[config.mk]
export PLATFORM = sky130hd
export DESIGN_NAME = bp_controller_flat
export DESIGN_NICKNAME = d
export VERILOG_FILES = /design/src/rtl/bp_pkg.sv /design/src/rtl/bp_controller_if.sv /design/src/rtl/bp_sat_counter.sv /design/src/rtl/bp_controller.sv /design/src/flat_wrapper.sv
export SDC_FILE = /design/constraint.sdc
export NUM_CORES = 1
export LEC_CHECK = 0
export ABC_AREA = 1
export ABC_CLOCK_PERIOD_IN_PS = 1450
export CAP_MARGIN = 10
export CORE_MARGIN = 1.5
export CORE_UTILIZATION = 34
export CTS_BUF_LIST = sky130_fd_sc_hd__clkbuf_4
export CTS_CLUSTER_SIZE = 28
export DETAILED_ROUTE_END_ITERATION = 8
export HOLD_SLACK_MARGIN = 0.08
export PLACE_DENSITY_LB_ADDON = 0.08
export SETUP_SLACK_MARGIN = 0.5
export SLEW_MARGIN = 10
export SYNTH_ARGS = -nofsm -noshare
export SYNTH_HDL_FRONTEND = slang
export SYNTH_SLANG_ARGS = --single-unit
[constraint.sdc]
create_clock -name clk -period 1.45 [get_ports clk]
set_clock_uncertainty 0.1 [all_clocks]
set_input_delay 0.145 -clock clk [delete_from_list [all_inputs] [get_ports clk]]
set_output_delay 0.145 -clock clk [all_outputs]
set_load 0.05 [all_outputs]
[src/rtl/bp_pkg.sv]
`default_nettype none
// +--------------------------------------------------------------------------+
// | Package     : bp_pkg                                                     |
// | Description : Shared constants for the branch-direction predictor:       |
// |               default counter width, allocate values for a fresh line    |
// |               and the PC-to-cache-index shift.                           |
// | Revision    : 1.0  initial release                                       |
// +--------------------------------------------------------------------------+
package bp_pkg;

  // Default saturating-counter width; the MSB is the taken/not-taken guess.
  localparam int DEF_CNT_WIDTH = 2;

  // Values written when a branch allocates a new line (2-bit counters).
  localparam logic [1:0] CNT_WEAK_T  = 2'b10;  // weakly taken
  localparam logic [1:0] CNT_WEAK_NT = 2'b01;  // weakly not-taken

  // Instructions are word aligned, so the two LSBs of the PC carry no index.
  localparam int PC_SHIFT = 2;

endpackage
`default_nettype wire

[src/rtl/bp_controller_if.sv]
`default_nettype none
// +--------------------------------------------------------------------------+
// | Interface   : bp_controller_if                                           |
// | Description : Bus between the prediction controller and the tagged       |
// |               2-bit-counter cache: two read ports and one write port.    |
// |   bc_ra0/bc_dout0/bc_hit0 : read port 0 (fetch)                          |
// |   bc_ra1/bc_dout1/bc_hit1 : read port 1 (execute)                        |
// |   bc_wa/bc_din/bc_we      : write port                                   |
// |   modport master : controller side      modport slave : cache side       |
// | Revision    : 1.0  initial release                                       |
// +--------------------------------------------------------------------------+
interface bp_controller_if
  import bp_pkg::*;
#(
  parameter int PC_WIDTH  = 32,
  parameter int CNT_WIDTH = DEF_CNT_WIDTH
);
  logic [PC_WIDTH-PC_SHIFT-1:0] bc_ra0;
  logic [CNT_WIDTH-1:0]         bc_dout0;
  logic                         bc_hit0;
  logic [PC_WIDTH-PC_SHIFT-1:0] bc_ra1;
  logic [CNT_WIDTH-1:0]         bc_dout1;
  logic                         bc_hit1;
  logic [PC_WIDTH-PC_SHIFT-1:0] bc_wa;
  logic [CNT_WIDTH-1:0]         bc_din;
  logic                         bc_we;

  modport master (
    output bc_ra0, bc_ra1, bc_wa, bc_din, bc_we,
    input  bc_dout0, bc_hit0, bc_dout1, bc_hit1
  );

  modport slave (
    input  bc_ra0, bc_ra1, bc_wa, bc_din, bc_we,
    output bc_dout0, bc_hit0, bc_dout1, bc_hit1
  );
endinterface
`default_nettype wire

[src/rtl/bp_sat_counter.sv]
`default_nettype none
// +--------------------------------------------------------------------------+
// | Module      : bp_sat_counter                                             |
// | Description : Combinational next-value of a saturating direction         |
// |               counter. On a hit it steps towards the outcome and clamps  |
// |               at all-ones / zero; on a miss it allocates a weak value.   |
// |   cur   : current counter        hit   : counter is valid               |
// |   taken : resolved outcome       nxt   : updated counter                |
// | Revision    : 1.0  initial release                                       |
// +--------------------------------------------------------------------------+
module bp_sat_counter
  import bp_pkg::*;
#(
  parameter int CNT_WIDTH = DEF_CNT_WIDTH
) (
  input  wire logic [CNT_WIDTH-1:0] cur,
  input  wire logic                 hit,
  input  wire logic                 taken,
  output logic      [CNT_WIDTH-1:0] nxt
);

  localparam logic [CNT_WIDTH-1:0] C_MAX = '1;
  localparam logic [CNT_WIDTH-1:0] C_MIN = '0;

  logic [CNT_WIDTH-1:0] w_weak_t;
  logic [CNT_WIDTH-1:0] w_weak_nt;

  // Weak values are "1 then zeros" and "0 then ones"; for the common
  // 2-bit case they come straight from the shared package.
  generate
    if (CNT_WIDTH == 2) begin : g_weak_pkg
      assign w_weak_t  = CNT_WEAK_T;
      assign w_weak_nt = CNT_WEAK_NT;
    end else begin : g_weak_gen
      assign w_weak_t  = {1'b1, {(CNT_WIDTH-1){1'b0}}};
      assign w_weak_nt = {1'b0, {(CNT_WIDTH-1){1'b1}}};
    end
  endgenerate

  always_comb begin
    nxt = cur;
    if (!hit) begin
      nxt = taken ? w_weak_t : w_weak_nt;
    end else if (taken) begin
      if (cur != C_MAX) nxt = cur + CNT_WIDTH'(1);
    end else begin
      if (cur != C_MIN) nxt = cur - CNT_WIDTH'(1);
    end
  end

endmodule
`default_nettype wire

[src/rtl/bp_controller.sv]
`default_nettype none
// +--------------------------------------------------------------------------+
// | Module      : bp_controller                                              |
// | Description : Branch-direction prediction controller. Drives the two     |
// |               read ports and the write port of the counter cache:        |
// |               combinational fetch guess, execute-side saturating update  |
// |               issued one cycle later from a registered update stage,     |
// |               and bypass of that stage onto both read ports.             |
// | Ports       : clk, reset (async, active high), stall                     |
// |               pc_guess/is_br_guess -> br_taken   (fetch)                 |
// |               pc_check/is_br_check/br_taken_check/br_pred_check (exec)   |
// |               bc (bp_controller_if.master) cache bus                     |
// |               stat_branches/stat_mispred statistics                      |
// | Options     : BP_STATS_EN - enables the statistics counters; otherwise   |
// |               both statistics outputs are tied to zero.                  |
// | Revision    : 1.0  initial release                                       |
// +--------------------------------------------------------------------------+
module bp_controller
  import bp_pkg::*;
#(
  parameter int PC_WIDTH   = 32,
  parameter int CNT_WIDTH  = DEF_CNT_WIDTH,
  parameter int STAT_WIDTH = 32
) (
  input  wire logic                  clk,
  input  wire logic                  reset,
  input  wire logic                  stall,
  input  wire logic [PC_WIDTH-1:0]   pc_guess,
  input  wire logic                  is_br_guess,
  output logic                       br_taken,
  input  wire logic [PC_WIDTH-1:0]   pc_check,
  input  wire logic                  is_br_check,
  input  wire logic                  br_taken_check,
  input  wire logic                  br_pred_check,
  bp_controller_if.master            bc,
  output logic [STAT_WIDTH-1:0]      stat_branches,
  output logic [STAT_WIDTH-1:0]      stat_mispred
);

  localparam int AW = PC_WIDTH - PC_SHIFT;

  logic [AW-1:0]        w_ra0;
  logic [AW-1:0]        w_ra1;
  logic                 w_byp0;
  logic                 w_byp1;
  logic [CNT_WIDTH-1:0] w_cnt0;
  logic [CNT_WIDTH-1:0] w_cnt1;
  logic                 w_hit0;
  logic                 w_hit1;
  logic [CNT_WIDTH-1:0] w_next;
  logic                 w_capture;
  logic                 w_unused_pc_lo;

  logic                 r_upd_valid;
  logic [AW-1:0]        r_upd_addr;
  logic [CNT_WIDTH-1:0] r_upd_data;

  assign w_ra0 = pc_guess[PC_WIDTH-1:PC_SHIFT];
  assign w_ra1 = pc_check[PC_WIDTH-1:PC_SHIFT];
  assign w_unused_pc_lo = ^{pc_guess[PC_SHIFT-1:0], pc_check[PC_SHIFT-1:0]};

  assign bc.bc_ra0 = w_ra0;
  assign bc.bc_ra1 = w_ra1;
  assign bc.bc_we  = r_upd_valid;
  assign bc.bc_wa  = r_upd_addr;
  assign bc.bc_din = r_upd_data;

  // The array only reflects a write one cycle after bc_we; during that
  // cycle the pending value is forwarded so neither port sees stale data.
  assign w_byp0 = r_upd_valid && (r_upd_addr == w_ra0);
  assign w_byp1 = r_upd_valid && (r_upd_addr == w_ra1);
  assign w_cnt0 = w_byp0 ? r_upd_data : bc.bc_dout0;
  assign w_cnt1 = w_byp1 ? r_upd_data : bc.bc_dout1;
  assign w_hit0 = w_byp0 | bc.bc_hit0;
  assign w_hit1 = w_byp1 | bc.bc_hit1;

  // A miss predicts not-taken.
  assign br_taken = is_br_guess & w_hit0 & w_cnt0[CNT_WIDTH-1];

  assign w_capture = is_br_check & ~stall;

  bp_sat_counter #(
    .CNT_WIDTH (CNT_WIDTH)
  ) u_sat_counter (
    .cur   (w_cnt1),
    .hit   (w_hit1),
    .taken (br_taken_check),
    .nxt   (w_next)
  );

  // Stall only gates capture; a write already in the stage always drains.
  always_ff @(posedge clk or posedge reset) begin
    if (reset) begin
      r_upd_valid <= 1'b0;
      r_upd_addr  <= '0;
      r_upd_data  <= '0;
    end else begin
      r_upd_valid <= w_capture;
      if (w_capture) begin
        r_upd_addr <= w_ra1;
        r_upd_data <= w_next;
      end
    end
  end

`ifdef BP_STATS_EN
  logic [STAT_WIDTH-1:0] r_stat_branches;
  logic [STAT_WIDTH-1:0] r_stat_mispred;

  always_ff @(posedge clk or posedge reset) begin
    if (reset) begin
      r_stat_branches <= '0;
      r_stat_mispred  <= '0;
    end else if (w_capture) begin
      r_stat_branches <= r_stat_branches + STAT_WIDTH'(1);
      if (br_pred_check != br_taken_check)
        r_stat_mispred <= r_stat_mispred + STAT_WIDTH'(1);
    end
  end

  assign stat_branches = r_stat_branches;
  assign stat_mispred  = r_stat_mispred;
`else
  logic w_unused_stats;
  assign w_unused_stats = br_pred_check ^ br_taken_check;
  assign stat_branches  = '0;
  assign stat_mispred   = '0;
`endif

endmodule
`default_nettype wire

[src/flat_wrapper.sv]
// flat-port wrapper written by rule: the top's interface ports become plain ports
module bp_controller_flat import bp_pkg::*;
#(
  parameter int PC_WIDTH   = 32,
  parameter int CNT_WIDTH  = DEF_CNT_WIDTH,
  parameter int STAT_WIDTH = 32
)
  (clk, reset, stall, pc_guess, is_br_guess, br_taken, pc_check, is_br_check, br_taken_check, br_pred_check, stat_branches, stat_mispred, bc_bc_ra0, bc_bc_ra1, bc_bc_wa, bc_bc_din, bc_bc_we, bc_bc_dout0, bc_bc_hit0, bc_bc_dout1, bc_bc_hit1);
  bp_controller_if #(.PC_WIDTH(PC_WIDTH), .CNT_WIDTH(CNT_WIDTH)) bc_i ();
  input  wire logic clk;
  input  wire logic reset;
  input  wire logic stall;
  input  wire logic [PC_WIDTH-1:0] pc_guess;
  input  wire logic is_br_guess;
  output logic br_taken;
  input  wire logic [PC_WIDTH-1:0] pc_check;
  input  wire logic is_br_check;
  input  wire logic br_taken_check;
  input  wire logic br_pred_check;
  output logic [STAT_WIDTH-1:0] stat_branches;
  output logic [STAT_WIDTH-1:0] stat_mispred;
  output wire logic [$bits(bc_i.bc_ra0)-1:0] bc_bc_ra0;
  output wire logic [$bits(bc_i.bc_ra1)-1:0] bc_bc_ra1;
  output wire logic [$bits(bc_i.bc_wa)-1:0] bc_bc_wa;
  output wire logic [$bits(bc_i.bc_din)-1:0] bc_bc_din;
  output wire logic [$bits(bc_i.bc_we)-1:0] bc_bc_we;
  input wire logic [$bits(bc_i.bc_dout0)-1:0] bc_bc_dout0;
  input wire logic [$bits(bc_i.bc_hit0)-1:0] bc_bc_hit0;
  input wire logic [$bits(bc_i.bc_dout1)-1:0] bc_bc_dout1;
  input wire logic [$bits(bc_i.bc_hit1)-1:0] bc_bc_hit1;
  assign bc_bc_ra0 = bc_i.bc_ra0;
  assign bc_bc_ra1 = bc_i.bc_ra1;
  assign bc_bc_wa = bc_i.bc_wa;
  assign bc_bc_din = bc_i.bc_din;
  assign bc_bc_we = bc_i.bc_we;
  assign bc_i.bc_dout0 = bc_bc_dout0;
  assign bc_i.bc_hit0 = bc_bc_hit0;
  assign bc_i.bc_dout1 = bc_bc_dout1;
  assign bc_i.bc_hit1 = bc_bc_hit1;
  bp_controller #(.PC_WIDTH(PC_WIDTH), .CNT_WIDTH(CNT_WIDTH), .STAT_WIDTH(STAT_WIDTH)) u_core (.clk(clk), .reset(reset), .stall(stall), .pc_guess(pc_guess), .is_br_guess(is_br_guess), .br_taken(br_taken), .pc_check(pc_check), .is_br_check(is_br_check), .br_taken_check(br_taken_check), .br_pred_check(br_pred_check), .bc(bc_i), .stat_branches(stat_branches), .stat_mispred(stat_mispred));
endmodule
==> After elaboration in Yosys (flattened, before gate mapping) <==
Index checks and enable logic that the tools add are counted.
{ "classes": {"n_addsub": 2, "eq_ne": 3, "mux": 7, "bitwise_logic": 6, "n_reduce_logical": 3} }
{ "ops": {"columns": ["cell", "count"], "rows": [
  ["30-bit == test", 2],
  ["2-bit two-way mux", 7],
  ["1-bit bitwise AND", 3],
  ["2-bit by 1-bit adder with 2-bit output, second input constant", 1],
  ["1-bit logical AND", 2],
  ["2-bit inequality test, second input constant", 1],
  ["1-bit bitwise OR", 2],
  ["2-bit nonzero test", 1],
  ["2-bit by 1-bit subtractor with 2-bit output, second input constant", 1],
  ["1-bit inverter", 1]
]} }
{ "word_totals": {"register_bits": 33, "in_bits": 77, "output_inout_bits": 158, "elab_cells": 24} }

==> Longest topological paths before layout <==
{ "logic_depth": {"ltp_word": 7, "depth_mapped": 16, "mapped_depth_nobuf": 16} }

==> Hierarchy <==
Synthesis repeated with hierarchy kept, for this count alone.
{ "hier_totals": {"hier_cells": 563, "area_unflattened_um2": 3522.1} }
{ "modules_own_cells": {"columns": ["mod", "n_inst", "cells_per_inst", "area_each_um2", "seq_area_each_um2"], "rows": [
  ["bp_controller", 1, 550, 3469.6, 825.8],
  ["bp_sat_counter", 1, 13, 52.6, 0.0]
]} }

==> Worst setup path before layout <==
Ideal clock, no wire load.
{ "synth_timing": {"path_type": "register to output", "start": "register u_core.r_upd_addr[16], in the netlist u_core.bc.bc_wa[16]", "end": "output port br_taken", "arrival_time_ns": 2.497, "path_slack_ns": -1.292, "path_stages_with_launch": 11, "path_buffers": 0, "path_cell_list": "dfrtp_1 inv_1 nand2_1 o21ai_0 nor3_1 nand2_1 nor2_1 nand2_1 nand2_1 nand2_1 nor3_1"} }
{ "synth_between": {"elab_chain_cells": 5, "elab_cells_between_ends": 6} }
{ "synth_lines": {"columns": ["item", "line_no", "text"], "rows": [
  ["start: declaration", "bp_controller.sv:55", "logic [AW-1:0] r_upd_addr;"],
  ["start signal: assignment", "bp_controller.sv:100", "r_upd_addr <= w_ra1;"],
  ["30-bit == test *", "bp_controller.sv:70", "assign w_byp0 = r_upd_valid && (r_upd_addr == w_ra0);"],
  ["1-bit logical AND *", "bp_controller.sv:70", null],
  ["1-bit bitwise OR", "bp_controller.sv:74", "assign w_hit0 = w_byp0 | bc.bc_hit0;"],
  ["1-bit bitwise AND", "bp_controller.sv:78", "assign br_taken = is_br_guess & w_hit0 & w_cnt0[CNT_WIDTH-1];"],
  ["1-bit bitwise AND *", "bp_controller.sv:78", null],
  ["end: declaration", "flat_wrapper.sv:15", "output logic br_taken;"]
]} }
Mark *: on every way between the ends. The rest lies on a longest branch, timed or not.

==> Worst setup path after layout <==
{ "layout_timing": {"start": "register u_core.r_upd_addr[10], in the netlist u_core.bc.bc_wa[10]", "end": "output port br_taken"} }
The elaborated chain is that of the path after synthesis.

==> reports/results.ini <==
[run_status]
status=finished with violations
violations=negative setup slack

[global_route]
grt_pass1_wl_um=20300
grt_pass1_vias=3988
top_usage_layer=met2
grt_use_met2_pct=42.6
use_met1_pct=26.9
antenna_found_initial=1
grt_max_degree=34
grt_usage_pct=23.2
gr-usage-met3_pct=5.57
grt_overflow_total=0

[worst_setup_path]
cp.arrival_ns=2.12
critPathMaxFanout=2
crit_type=reg -> out
rr_worst_depth=16
setup.worst_path.end_class=output pin
start_kind=register
worstPathRequired_ns=1.21

[yosys]
yosys.area.top_type=buf_4
ys_top_cells_by_count=196 x nand2_1, 125 x buf_4, 72 x inv_1
synthAdderAreaFrac_pct=0
yosysUniqueCellTypes=28
synth_mux_area_share_pct=0
syn_area_per_cell_um2=6.28
yosysMostFrequentCell=nand2_1
synth_compound_area_share_pct=6.26
async_flop_share_pct=100
netlist_area_um2=3600
seq_area_frac_synth_pct=22.9
syn_inst=573
ys.flop_type=dfrtp_1
synth_top_family_by_area=buffers and inverters
ys_ff_latch=33
synth-xor-area-share_pct=4.62
synth_edf_count=0
yosysWarnings=0
synth-simple-area-share_pct=29.7
synth_area_leaders=buf_4 26%, dfrtp_1 23%, nand2_1 20%, inv_1 7.5%, o21ai_0 4.0%
synth_top_area_share_pct=26.1

[floorplan]
initial_core_util_pct=35.0
die_w_um=106
pin_count=235
fp.dieArea_um2=11200
dieHeight_um=106
rows=37
coreArea_um2=10300

[place]
preCtsSetupSlack_ns=-0.809
place_inst=912
io_buffers=164
hpwl_um=10000
placed_cell_area_um2=6540
place_congestion=0.847

[timing]
hold_viol_final=0
fin_tns_setup_ns=-1.99
drv_slew=0
rsz0062_at_grt=yes
setup_slack_ns=-0.910
post-route-period-util_pct=163
setup_violations=4
max_freq_mhz=424
fin_crit_ns=2.36

[drt]
route.detailed.drc=0
dr_total_vias=4010
viasPerCell=4.25
totalWireLength_um=12800
antenna_left=0
drt_iter0_markers=152
wl_per_cell_um=13.5
first_pass_iters=4

[clock_tree]
htreeDepth=2
cts_root_buf=clkbuf_4
clk_pin_slew_ns=0.11
cts.sinks=33
cts_tree=done
clock_latency_ns=0.34
cts_made_buffers=5
clock_path_buffers=2

[cells_and_area]
fillers=886
drive_gt1_share_pct=43.7
nNetsFinal=882
fin_cells=943
final_area_um2=7090
areaGrowthSynthToFinish_pct=97.1

[power_and_ir_drop]
powerDensity_nw_per_um2=776
p_leak_nw=3.72
power_w=0.00550
peakVddDrop_uv=425

[job]
maxCapViolations=0

[worst_hold_path]
min-delay-path-class=in -> async

==> final cells by class <==
cell class                      count  area, µm²  area share, %
Clock buffer                        5       37.5          0.529
Timing Repair Buffer              292       3760           53.0
Tap cell                          136        170           2.40
Antenna cell                        1       2.50         0.0353
Sequential cell                    33        865           12.2
Inverter                           92        357           5.03
Multi-Input combinational cell    381       1890           26.6
Clock inverter                      3       12.5          0.176
==> sequential cells by signal (all words and copies together) (netlist names) <==
| register | cells |
|---|---|
| u_core.bc.bc_wa | 30 |
| u_core.bc.bc_din | 2 |
| u_core.bc.bc_we | 1 |
==> critical path: stages (launching register included) <==
cell     delay, ns
dfrtp_2       0.44
xor2_1        0.16
nor3_2        0.20
nand4_1       0.21
nor2_2        0.20
nand2_2       0.08
nand2_2       0.07
nand2_2       0.06
nor3_4        0.19
buf_12        0.16
==> timing repair <==
item                                    4_1_cts  5_1_grt
endpoints found under the setup margin      124       79
gates resized for setup                     139       73
setup buffers                                 3        8
hold endpoints to repair                     17        4
hold buffers                                  4        4
pin swaps                                     7       24
gates cloned                                  3        0
==> through the flow <==
stage	util, %	hold slack [ns]
after floorplan	-	-0.0215
after global placement	63.7	0.464
after detailed placement	63.7	0.451
after CTS	67.1	0.0738
after global routing	69.0	0.0826
final	69.0	0.0765
==> where the power goes <==
part / internal (W) / switching (W)
registers: 0.00106 / 0.000123
logic: 0.00168 / 0.00211
clock network: 0.000176 / 0.000349
==> worst paths after layout <==
path,end,slack [ns],start
max in group asynchronous,u_core.bc.bc_wa[10]$_DFFE_PP0P_,0.96,reset
worst min-delay path,u_core.bc.bc_wa[15]$_DFFE_PP0P_,0.08,reset
worst max register to register,u_core.bc.bc_din[0]$_DFFE_PP0P_,-0.49,u_core.bc.bc_wa[23]$_DFFE_PP0P_
worst max-delay path,br_taken,-0.91,u_core.bc.bc_wa[10]$_DFFE_PP0P_
min in group clk,u_core.bc.bc_wa[14]$_DFFE_PP0P_,0.09,pc_check[16]
worst min register to register,u_core.bc.bc_wa[15]$_DFFE_PP0P_,0.51,u_core.bc.bc_wa[15]$_DFFE_PP0P_
==> cell families (layout without fill, tap and decap cells) <==
group                     count (synthesis)  count (layout)
other                                     1              65
AOI/OAI and AO/OA                        41              41
and+or+nand+nor                         257             257
xor gates and xnor gates                 19              19
buffers and inverters                   222             392
DFF                                      33              33
==> routing by layer <==
metal | routed length (µm) | up-vias
met4 | 189 | 0
li1 | - | 2008
met5 | 0 | -
met1 | 4810 | 1807
met3 | 1070 | 17
met2 | 6700 | 178
==> cells in the final DEF (no fill, tap or decap), types with 3 or more instances in the layout <==
cell type | Yosys | final
inv_4 | 0 | 3
xnor2_1 | 11 | 5
nor3_1 | 7 | 4
buf_6 | 1 | 47
nor2_4 | 2 | 5
buf_12 | 0 | 96
o21ai_0 | 29 | 21
clkbuf_2 | 0 | 9
nand2_1 | 196 | 177
dlygate4sd2_1 | 0 | 28
buf_4 | 125 | 69
inv_2 | 15 | 26
inv_1 | 72 | 57
xnor2_2 | 0 | 6
nand2_2 | 9 | 24
clkinv_1 | 5 | 7
nor2_1 | 21 | 15
xor2_1 | 8 | 8
dlygate4sd3_1 | 0 | 5
nand2_4 | 0 | 4
clkdlybuf4s50_1 | 0 | 8
dlymetal6s4s_1 | 0 | 3
conb_1 | 1 | 64
nand4_1 | 8 | 8
o22ai_1 | 5 | 5
dfrtp_2 | 0 | 31
nor2_2 | 4 | 7
o21ai_1 | 0 | 7
clkdlybuf4s15_1 | 0 | 21
clkbuf_4 | 0 | 5
(Power assumes the default switching activity.)
